## config.mk

```make
export PLATFORM = sky130hd
export DESIGN_NAME = cluster_chunk_sequencer
export DESIGN_NICKNAME = d
export VERILOG_FILES = /design/src/rtl/cluster_chunk_sequencer.sv
export SDC_FILE = /design/constraint.sdc
export NUM_CORES = 1
export LEC_CHECK = 0
export CORE_ASPECT_RATIO = 1.1
export CORE_MARGIN = 2
export CORE_UTILIZATION = 40
export DETAILED_ROUTE_END_ITERATION = 8
export HOLD_SLACK_MARGIN = 0.1
export PLACE_DENSITY = 0.66
export SYNTH_ARGS = -nofsm -noshare
export SYNTH_HDL_FRONTEND = slang
export SYNTH_SLANG_ARGS = --single-unit
```

## constraint.sdc

```tcl
create_clock -name clk_i -period 2.7 [get_ports clk_i]
set_input_delay 0.405 -clock clk_i [delete_from_list [all_inputs] [get_ports clk_i]]
set_output_delay 0.405 -clock clk_i [all_outputs]
set_load 0.005 [all_outputs]
```

## src/rtl/cluster_chunk_sequencer.sv

```systemverilog
// Control sequencer for one Compute_Cluster across a multi-chunk pass.
// It gates the IFM and filter beat streams into the write bank of the
// double-buffered chunk memories and launches compute on the read bank.
// It waits for chunk_end and overlaps the next load with the current compute.
// Handshake: a beat transfers in any cycle where valid and ready are both high
// at the rising clock edge. Valid may rise or fall freely, and ready never
// depends combinationally on valid.
// Only control passes through this block; the data buses bypass it.
module cluster_chunk_sequencer #(
  parameter int MEM_SIZE         = 128,
  parameter int BUS_SIZE         = 8,
  parameter int OUTPUT_BUF_NUM   = 32,
  parameter int COMPUTE_UNIT_NUM = 32,
  parameter int CHUNK_NUM_MAX    = 256,
  localparam int BEATS = MEM_SIZE / BUS_SIZE,
  localparam int CW    = $clog2(CHUNK_NUM_MAX) + 1,
  localparam int BW    = $clog2(BEATS),
  localparam int AW    = $clog2(OUTPUT_BUF_NUM),
  localparam int UW    = $clog2(COMPUTE_UNIT_NUM)
) (
  input  logic          clk_i,
  input  logic          rst_i,
  input  logic          start_i,
  input  logic [CW-1:0] num_chunk_i,
  input  logic [AW-1:0] acc_buf_sel_i,
  output logic          busy_o,
  output logic          done_o,
  input  logic          ifm_valid_i,
  output logic          ifm_ready_o,
  input  logic          filter_valid_i,
  output logic          filter_ready_o,
  output logic          ifm_wr_valid_o,
  output logic [BW-1:0] ifm_wr_count_o,
  output logic          ifm_wr_sel_o,
  output logic          ifm_rd_sel_o,
  output logic          filter_wr_valid_o,
  output logic [BW-1:0] filter_wr_count_o,
  output logic          filter_wr_sel_o,
  output logic          filter_rd_sel_o,
  output logic [UW-1:0] filter_wr_order_sel_o,
  output logic          init_o,
  output logic          chunk_start_o,
  input  logic          chunk_end_i,
  output logic [AW-1:0] acc_buf_sel_o,
  output logic [2:0]    dbg_state_o
);

  typedef enum logic [2:0] {
    IDLE  = 3'd0,
    INIT  = 3'd1,
    LOAD0 = 3'd2,
    RUN   = 3'd3,
    DRAIN = 3'd4,
    DONE  = 3'd5
  } state_t;

  state_t        state_q, state_d;
  logic          wr_bank_q, rd_bank_q;
  logic [BW-1:0] ifm_cnt_q, filt_cnt_q;
  logic [UW-1:0] filt_unit_q;
  logic          ifm_done_q, filt_done_q;
  logic [CW-1:0] issued_q, num_chunk_q;
  logic [AW-1:0] acc_q;
  logic          end_q, end_seen_q, chunk_start_q;

  logic more, loading, ifm_acc, filt_acc, ifm_last, filt_last;
  logic load_fin, issue_go, start_ok;

  // Loader gating, load completion and the issue decision for the next cycle.
  always_comb begin
    start_ok  = (state_q == IDLE) && start_i && (num_chunk_i != '0);
    more      = (issued_q < num_chunk_q);
    loading   = (state_q == LOAD0) || ((state_q == RUN) && more);
    ifm_ready_o    = loading && !ifm_done_q;
    filter_ready_o = loading && !filt_done_q;
    ifm_acc   = ifm_valid_i && ifm_ready_o;
    filt_acc  = filter_valid_i && filter_ready_o;
    ifm_last  = ifm_acc && (ifm_cnt_q == BW'(BEATS - 1));
    filt_last = filt_acc && (filt_cnt_q == BW'(BEATS - 1)) &&
                (filt_unit_q == UW'(COMPUTE_UNIT_NUM - 1));
    // Finishing this cycle counts as done so the launch lands on the next cycle.
    load_fin  = (ifm_done_q || ifm_last) && (filt_done_q || filt_last);
    issue_go  = ((state_q == LOAD0) && load_fin) ||
                ((state_q == RUN) && more && load_fin && (end_q || end_seen_q));
  end

  // State register.
  always_ff @(posedge clk_i or posedge rst_i) begin
    if (rst_i) state_q <= IDLE;
    else       state_q <= state_d;
  end

  // Next-state logic.
  always_comb begin
    state_d = state_q;
    case (state_q)
      IDLE:    if (start_ok) state_d = INIT;
      INIT:    state_d = LOAD0;
      LOAD0:   if (load_fin) state_d = RUN;
      RUN:     if (!more) state_d = DRAIN;
      DRAIN:   if (end_q) state_d = DONE;
      DONE:    state_d = IDLE;
      default: state_d = IDLE;
    endcase
  end

  // Moore outputs decoded from the state.
  always_comb begin
    init_o      = (state_q == INIT);
    done_o      = (state_q == DONE);
    busy_o      = (state_q == INIT) || (state_q == LOAD0) ||
                  (state_q == RUN)  || (state_q == DRAIN);
    dbg_state_o = state_q;
  end

  // Beat counters, bank swap, chunk bookkeeping and captured pass settings.
  always_ff @(posedge clk_i or posedge rst_i) begin
    if (rst_i) begin
      wr_bank_q     <= 1'b0;
      rd_bank_q     <= 1'b0;
      ifm_cnt_q     <= '0;
      filt_cnt_q    <= '0;
      filt_unit_q   <= '0;
      ifm_done_q    <= 1'b0;
      filt_done_q   <= 1'b0;
      issued_q      <= '0;
      num_chunk_q   <= '0;
      acc_q         <= '0;
      end_q         <= 1'b0;
      end_seen_q    <= 1'b0;
      chunk_start_q <= 1'b0;
    end else begin
      // chunk_end may still be high from the previous chunk during the launch cycle.
      end_q         <= chunk_end_i && !chunk_start_q;
      chunk_start_q <= issue_go;
      if (start_ok) begin
        // Every pass begins on bank 0 so the bank pattern is pass-independent.
        num_chunk_q <= num_chunk_i;
        acc_q       <= acc_buf_sel_i;
        wr_bank_q   <= 1'b0;
        rd_bank_q   <= 1'b0;
        issued_q    <= '0;
        ifm_cnt_q   <= '0;
        filt_cnt_q  <= '0;
        filt_unit_q <= '0;
        ifm_done_q  <= 1'b0;
        filt_done_q <= 1'b0;
        end_seen_q  <= 1'b0;
      end else if (issue_go) begin
        rd_bank_q   <= wr_bank_q;
        wr_bank_q   <= ~wr_bank_q;
        issued_q    <= issued_q + CW'(1);
        ifm_cnt_q   <= '0;
        filt_cnt_q  <= '0;
        filt_unit_q <= '0;
        ifm_done_q  <= 1'b0;
        filt_done_q <= 1'b0;
        end_seen_q  <= 1'b0;
      end else begin
        if (ifm_acc) begin
          ifm_cnt_q <= ifm_cnt_q + BW'(1);
          if (ifm_last) ifm_done_q <= 1'b1;
        end
        if (filt_acc) begin
          filt_cnt_q <= filt_cnt_q + BW'(1);
          if (filt_cnt_q == BW'(BEATS - 1)) filt_unit_q <= filt_unit_q + UW'(1);
          if (filt_last) filt_done_q <= 1'b1;
        end
        // Remember an early chunk_end while the next load is still running.
        if ((state_q == RUN) && more && end_q) end_seen_q <= 1'b1;
      end
    end
  end

  assign ifm_wr_valid_o        = ifm_acc;
  assign filter_wr_valid_o     = filt_acc;
  assign ifm_wr_count_o        = ifm_cnt_q;
  assign filter_wr_count_o     = filt_cnt_q;
  assign filter_wr_order_sel_o = filt_unit_q;
  assign ifm_wr_sel_o          = wr_bank_q;
  assign ifm_rd_sel_o          = rd_bank_q;
  assign filter_wr_sel_o       = wr_bank_q;
  assign filter_rd_sel_o       = rd_bank_q;
  assign chunk_start_o         = chunk_start_q;
  assign acc_buf_sel_o         = acc_q;

endmodule

```

# --- Yosys cells after proc, flatten, opt, wreduce, memory -nomap -nowiden ---
# Cells that the tools add are included.
classes:
  addsub: 4
  multipliers: 0
  div: 0
  magnitude_cmp: 1
  eq_ne: 12
  shifts: 0
  muxes: 32
  n_bitwise: 1
  reduce_logical: 40
op_table:
  columns: ["op", "count"]
  rows:
  - ["$mux W4", 6]
  - ["$mux W5", 4]
  - ["$mux W9", 2]
  - ["$reduce_bool A3 Y1", 6]
  - ["$logic_and A1 B1 Y1", 16]
  - ["$mux W1", 15]
  - ["$pmux W3 S5", 1]
  - ["$mux W3", 4]
  - ["$add A9 B1 Y9 const B", 1]
  - ["$lt A9 B9 Y1", 1]
  - ["$reduce_bool A9 Y1", 1]
  - ["$add A4 B1 Y4 const B", 2]
  - ["$eq A4 B4 Y1 const B", 2]
  - ["$logic_or A1 B1 Y1", 8]
  - ["$ne A2 B2 Y1 const B", 4]
  - ["$eq A3 B2 Y1 const B", 2]
  - ["$eq A3 B3 Y1 const B", 2]
  - ["$reduce_and A2 Y1", 3]
  - ["$add A5 B1 Y5 const B", 1]
  - ["$eq A5 B5 Y1 const B", 1]
  - ["$reduce_and A4 Y1", 1]
  - ["$eq A3 B1 Y1 const B", 1]
  - ["$logic_not A1 Y1", 3]
  - ["$logic_not A3 Y1", 1]
  - ["other kinds (2)", 2]
word_totals:
  register_bits: 46
  latchBits: 0
  ram_bits: 0
  mem_bits_ro: 0
  input_bits: 20
  memories: 0

# --- Logic depth before layout (Yosys ltp) ---
depth:
  ltp_word: 14
  ltp_mapped: 9

# --- Worst setup path after synthesis ---
# Ideal clock, no wire load.
synth_path:
  path_type: "reg2out"
  from: "register issued_q[6]"
  to: "output filter_ready_o"
  arrival_time_ns: 1.906
  required_ns: 2.295
  path_slack_ns: 0.389
  stages_incl_launch_ff: 8
  n_path_buf: 1
  cell_sequence: "dfrtp_1 > ha_1 > a211oi_1 > o2111ai_2 > a211oi_4 > clkbuf_1 > nor2_1 > nor2_1"
synth_between:
  elab_chain_len: 4
synth_lines:
  columns: ["item", "line", "rtl"]
  rows:
  - ["start, declared", "62", "logic [CW-1:0] issued_q, num_chunk_q;"]
  - ["start signal, assigned", "152", "issued_q <= issued_q + CW'(1);"]
  - ["$lt A9 B9 Y1", "72", "more = (issued_q < num_chunk_q);"]
  - ["$logic_and A1 B1 Y1", "73", "loading = (state_q == LOAD0) || ((state_q == RUN) && more);"]
  - ["$logic_or A1 B1 Y1", "73", null]
  - ["$logic_and A1 B1 Y1", "75", "filter_ready_o = loading && !filt_done_q;"]
  - ["end, declared", "31", "output logic filter_ready_o,"]
# Every way passes these cells.

# --- Worst setup path after layout ---
layout_path:
  from: "register num_chunk_q[2]"
  to: "register filt_cnt_q[3] (netlist: filter_wr_count_o[3])"
layout_between:
  elab_chain_len: 14
layout_lines:
  columns: ["item", "line", "rtl"]
  rows:
  - ["start, declared", "62", null]
  - ["start signal, assigned", "138", "num_chunk_q <= num_chunk_i;"]
  - ["$lt A9 B9 Y1 (*)", "72", null]
  - ["$logic_and A1 B1 Y1 (*)", "73, 84", null]
  - ["$logic_or A1 B1 Y1", "73", null]
  - ["$logic_and A1 B1 Y1", "75", null]
  - ["$logic_and A1 B1 Y1", "77", "filt_acc = filter_valid_i && filter_ready_o;"]
  - ["$logic_and A1 B1 Y1 (2 in a row)", "79", "filt_last = filt_acc && (filt_cnt_q == BW'(BEATS - 1)) &&"]
  - ["$logic_or A1 B1 Y1", "82", "load_fin = (ifm_done_q || ifm_last) && (filt_done_q || filt_last);"]
  - ["$logic_and A1 B1 Y1", "82", null]
  - ["$logic_and A1 B1 Y1 (2 in a row)", "84", "((state_q == RUN) && more && load_fin && (end_q || end_seen_q));"]
  - ["$logic_or A1 B1 Y1", "83", "issue_go = ((state_q == LOAD0) && load_fin) ||"]
  - ["$mux W4", "149", "end else if (issue_go) begin"]
  - ["$mux W4", "136", "if (start_ok) begin"]
  - ["end signal, assigned", "165", "filt_cnt_q <= filt_cnt_q + BW'(1);"]
  - ["end, declared", "59", "logic [BW-1:0] ifm_cnt_q, filt_cnt_q;"]
# Every way passes the cells marked *; elsewhere a longest branch is shown, timed or not.
# A chain may end at the register's enable or synchronous reset.

==> impl_metrics.tcl <==
set metrics [dict create \
    run_status "completed" \
    dr.pass1.iters 4 \
    hold_class "reg2reg" \
    hold_buffers 0 \
    crit_path_top_delay_cell "dfrtp_1" \
    ant_nets 0 \
    fin_ws_ps 125 \
    async_reset_ff_share_pct 100 \
    synth_common_cells "dfrtp_1 (46), nand2_1 (37), nor2_1 (22)" \
    post-place-cells 389 \
    place_area_mm2 0.00313 \
    max_slew_margin_pct 45.3 \
    final_area_mm2 0.00334 \
    syn_area_mm2 0.00242 \
    worst_path_dominant_cell_family "buffers and inverters" \
    drc 0 \
    grt_pass1_vias 2014 \
    place_ws_ps 80.0 \
    num_rows 29 \
    critPathLaunchType "register" \
    routedWlPerCell_um 13.2 \
    cp_num_buf_inv 7 \
    hold_viol 0 \
    grt_pass1_wl_um 9320 \
    worstSetupPathType "reg2reg" \
    core-area_mm2 0.00581 \
    period_needed_ps 2580 \
    grtUsageTotal_pct 17.5 \
    ys_seq_area_share_pct 47.6 \
    ir_worst_vdd_uv 369 \
    layout-drive-gt1-share_pct 16.6 \
    yosysMostFrequentCell "dfrtp_1" \
    cpMostUsedCell "buf_4" \
    cts_made_buffers 5 \
    max_freq_ghz 0.388 \
    fin_crit_sh_pct 95.4 \
    drt_iter0_markers 82 \
    cap_violations 0 \
    wl_um 5410 \
    synth_top_area_cell "dfrtp_1" \
    yosys_warnings 0 \
    grt-ovfl-total 0 \
    clk_pin_slew_ps 90 \
    crit_path_max_fanout 4 \
    cp-end-kind "register" \
    cp.arrival_ps 2800 \
    syn_nets 287 \
    worstPathRequired_ps 2920 \
    path_cells "inv_2, ha_4, a21oi_1, o21ai_1, buf_4, a211oi_4, o21ai_2, buf_4, buf_4, buf_4, buf_4, buf_4, or3_1, a21oi_1" \
    cts.sinks 46 \
    p_leak_nw 1.53 \
    maxSlewViolCount 0 \
    root_buffer "clkbuf_8" \
    start_util_pct 41.6 \
    fin_cells 409 \
    synth-edff-count 0 \
    slowest_delay_ps 380 \
    antenna_found_initial 0 \
    area_growth_pct 38.3 \
    fin_setup_tns_ps 0 \
    port_buffers 52 \
    post_drt_via_cell_ratio 5.11 \
    clk_path_buf_depth 2 \
    clk_latency_ps 300 \
    vias 2088 \
    synth_seq_cells 46 \
    syn_inst 254 \
    gp_congestion 0.745 \
    pin_count 53 \
    ys_top_cells_by_area "dfrtp_1 (48%), ha_1 (6.7%), nand2_1 (5.7%)" \
    diodes 0 \
    die_area_mm2 0.00668 \
    skew_ps 10.8 \
    die_h_um 85.5 \
    grt_start_max_net_pins 47 \
    worst_pin_slew_ps 821 \
    synth.avg_cell_area_um2 9.51 \
    htree_levels 2 \
    fin_nets 365 \
    chipWidth_um 78.1 \
    synth.distinct_cells 42 \
    cts_tree "done" \
    synthFlopType "dfrtp_1" \
    p_total_w 0.00266 \
    finalSetupViolCount 0 \
    dpl.hpwl_um 3800 \
    synth_top_area_share_pct 47.6 \
    power_density_mw_per_mm2 797 \
]
==> flip-flops by register name, indices dropped and copies added (netlist names) <==
register,count
issued_q,9
num_chunk_q,9
acc_buf_sel_o,5
filter_wr_order_sel_o,5
filter_wr_count_o,4
ifm_wr_count_o,4
dbg_state_o,3
chunk_start_o,1
end_q,1
end_seen_q,1
filt_done_q,1
filter_rd_sel_o,1
filter_wr_sel_o,1
ifm_done_q,1
==> final cells by class <==
cell class | count | area [um^2]
fillers | 533 | 2460
multi-input cells | 182 | 1200
flip-flops and latches | 46 | 1150
repair buffers | 84 | 768
well taps | 77 | 96.3
clock buffers | 7 | 76.3
inverters | 13 | 48.8
==> power by group <==
part,switching (W),total (W),internal (W)
registers,0.000114,0.000970,0.000856
logic,0.000624,0.00130,0.000673
clock network,0.000216,0.000394,0.000178
==> layout by cell type (no fill, tap or decap), drive strengths merged <==
cell	instances
o2111ai	2
o41ai	2
clkdlybuf4s50	48
nor4b	1
or3	3
and4	1
nor4	1
nand3	8
and3b	1
ha	13
a211oi	2
mux2i	7
nor3	1
o41a	1
nor3b	2
or4	4
a21oi	18
a21o	1
o21ba	1
o211ai	5
dfrtp	46
o31ai	5
xor2	6
xnor2	2
o311ai	1
o21bai	2
o21ai	19
dlygate4sd2	4
buf	32
clkbuf	7
nor2b	7
nor2	22
inv	13
or2	2
nand2	37
and3	3
nand4	2
==> timing repair <==
action,in CTS,in global routing
endpoints found under the setup margin,4,8
hold endpoints to repair,0,0
gates resized for setup,8,6
pin swaps,5,5
setup buffers,9,4
==> worst paths after layout <==
path,endpoint,slack (ps),depth (start not counted),from
max reg2reg,filter_wr_count_o[3]$_DFFE_PP0P_,120,14,num_chunk_q[2]$_DFFE_PP0P_
min in group asynchronous,num_chunk_q[6]$_DFFE_PP0P_,570,3,rst_i
max in group asynchronous,issued_q[2]$_DFFE_PP0P_,1720,3,rst_i
min reg2reg,end_q$_DFF_PP0_,460,1,chunk_start_o$_DFF_PP0_
min,end_q$_DFF_PP0_,460,1,chunk_start_o$_DFF_PP0_
max,filter_wr_count_o[3]$_DFFE_PP0P_,120,14,num_chunk_q[2]$_DFFE_PP0P_
==> metrics by stage <==
| step | hold slack (ps) | util, % |
|---|---|---|
| after global placement | 454 | 53.9 |
| after global routing | 478 | 57.5 |
| after floorplan | 427 | - |
| final | 459 | 57.5 |
| after CTS | 461 | 56.5 |
| after detailed placement | 450 | 53.9 |
==> kinds of logic after synthesis <==
family / after synthesis / share of synthesized area (%)
compound gates: 59 / 16.0
buf+inv: 26 / 4.66
fa+ha+maj: 13 / 6.73
flops: 46 / 47.6
xor+xnor: 8 / 2.90
mux: 7 / 2.90
simple gates: 95 / 19.2
==> routing by layer <==
layer  routed length, um  vias up  share of wire [%]  GRT usage (%)
met2                2680       36                 50           29.3
met3                 149        6                2.8           2.74
met5                   0        -                  0              0
met4                  74        0                1.4           5.74
li1                    -     1044                  -              -
met1                2510     1002                 46           23.4
Note: power is estimated with default switching activity, not from simulation.
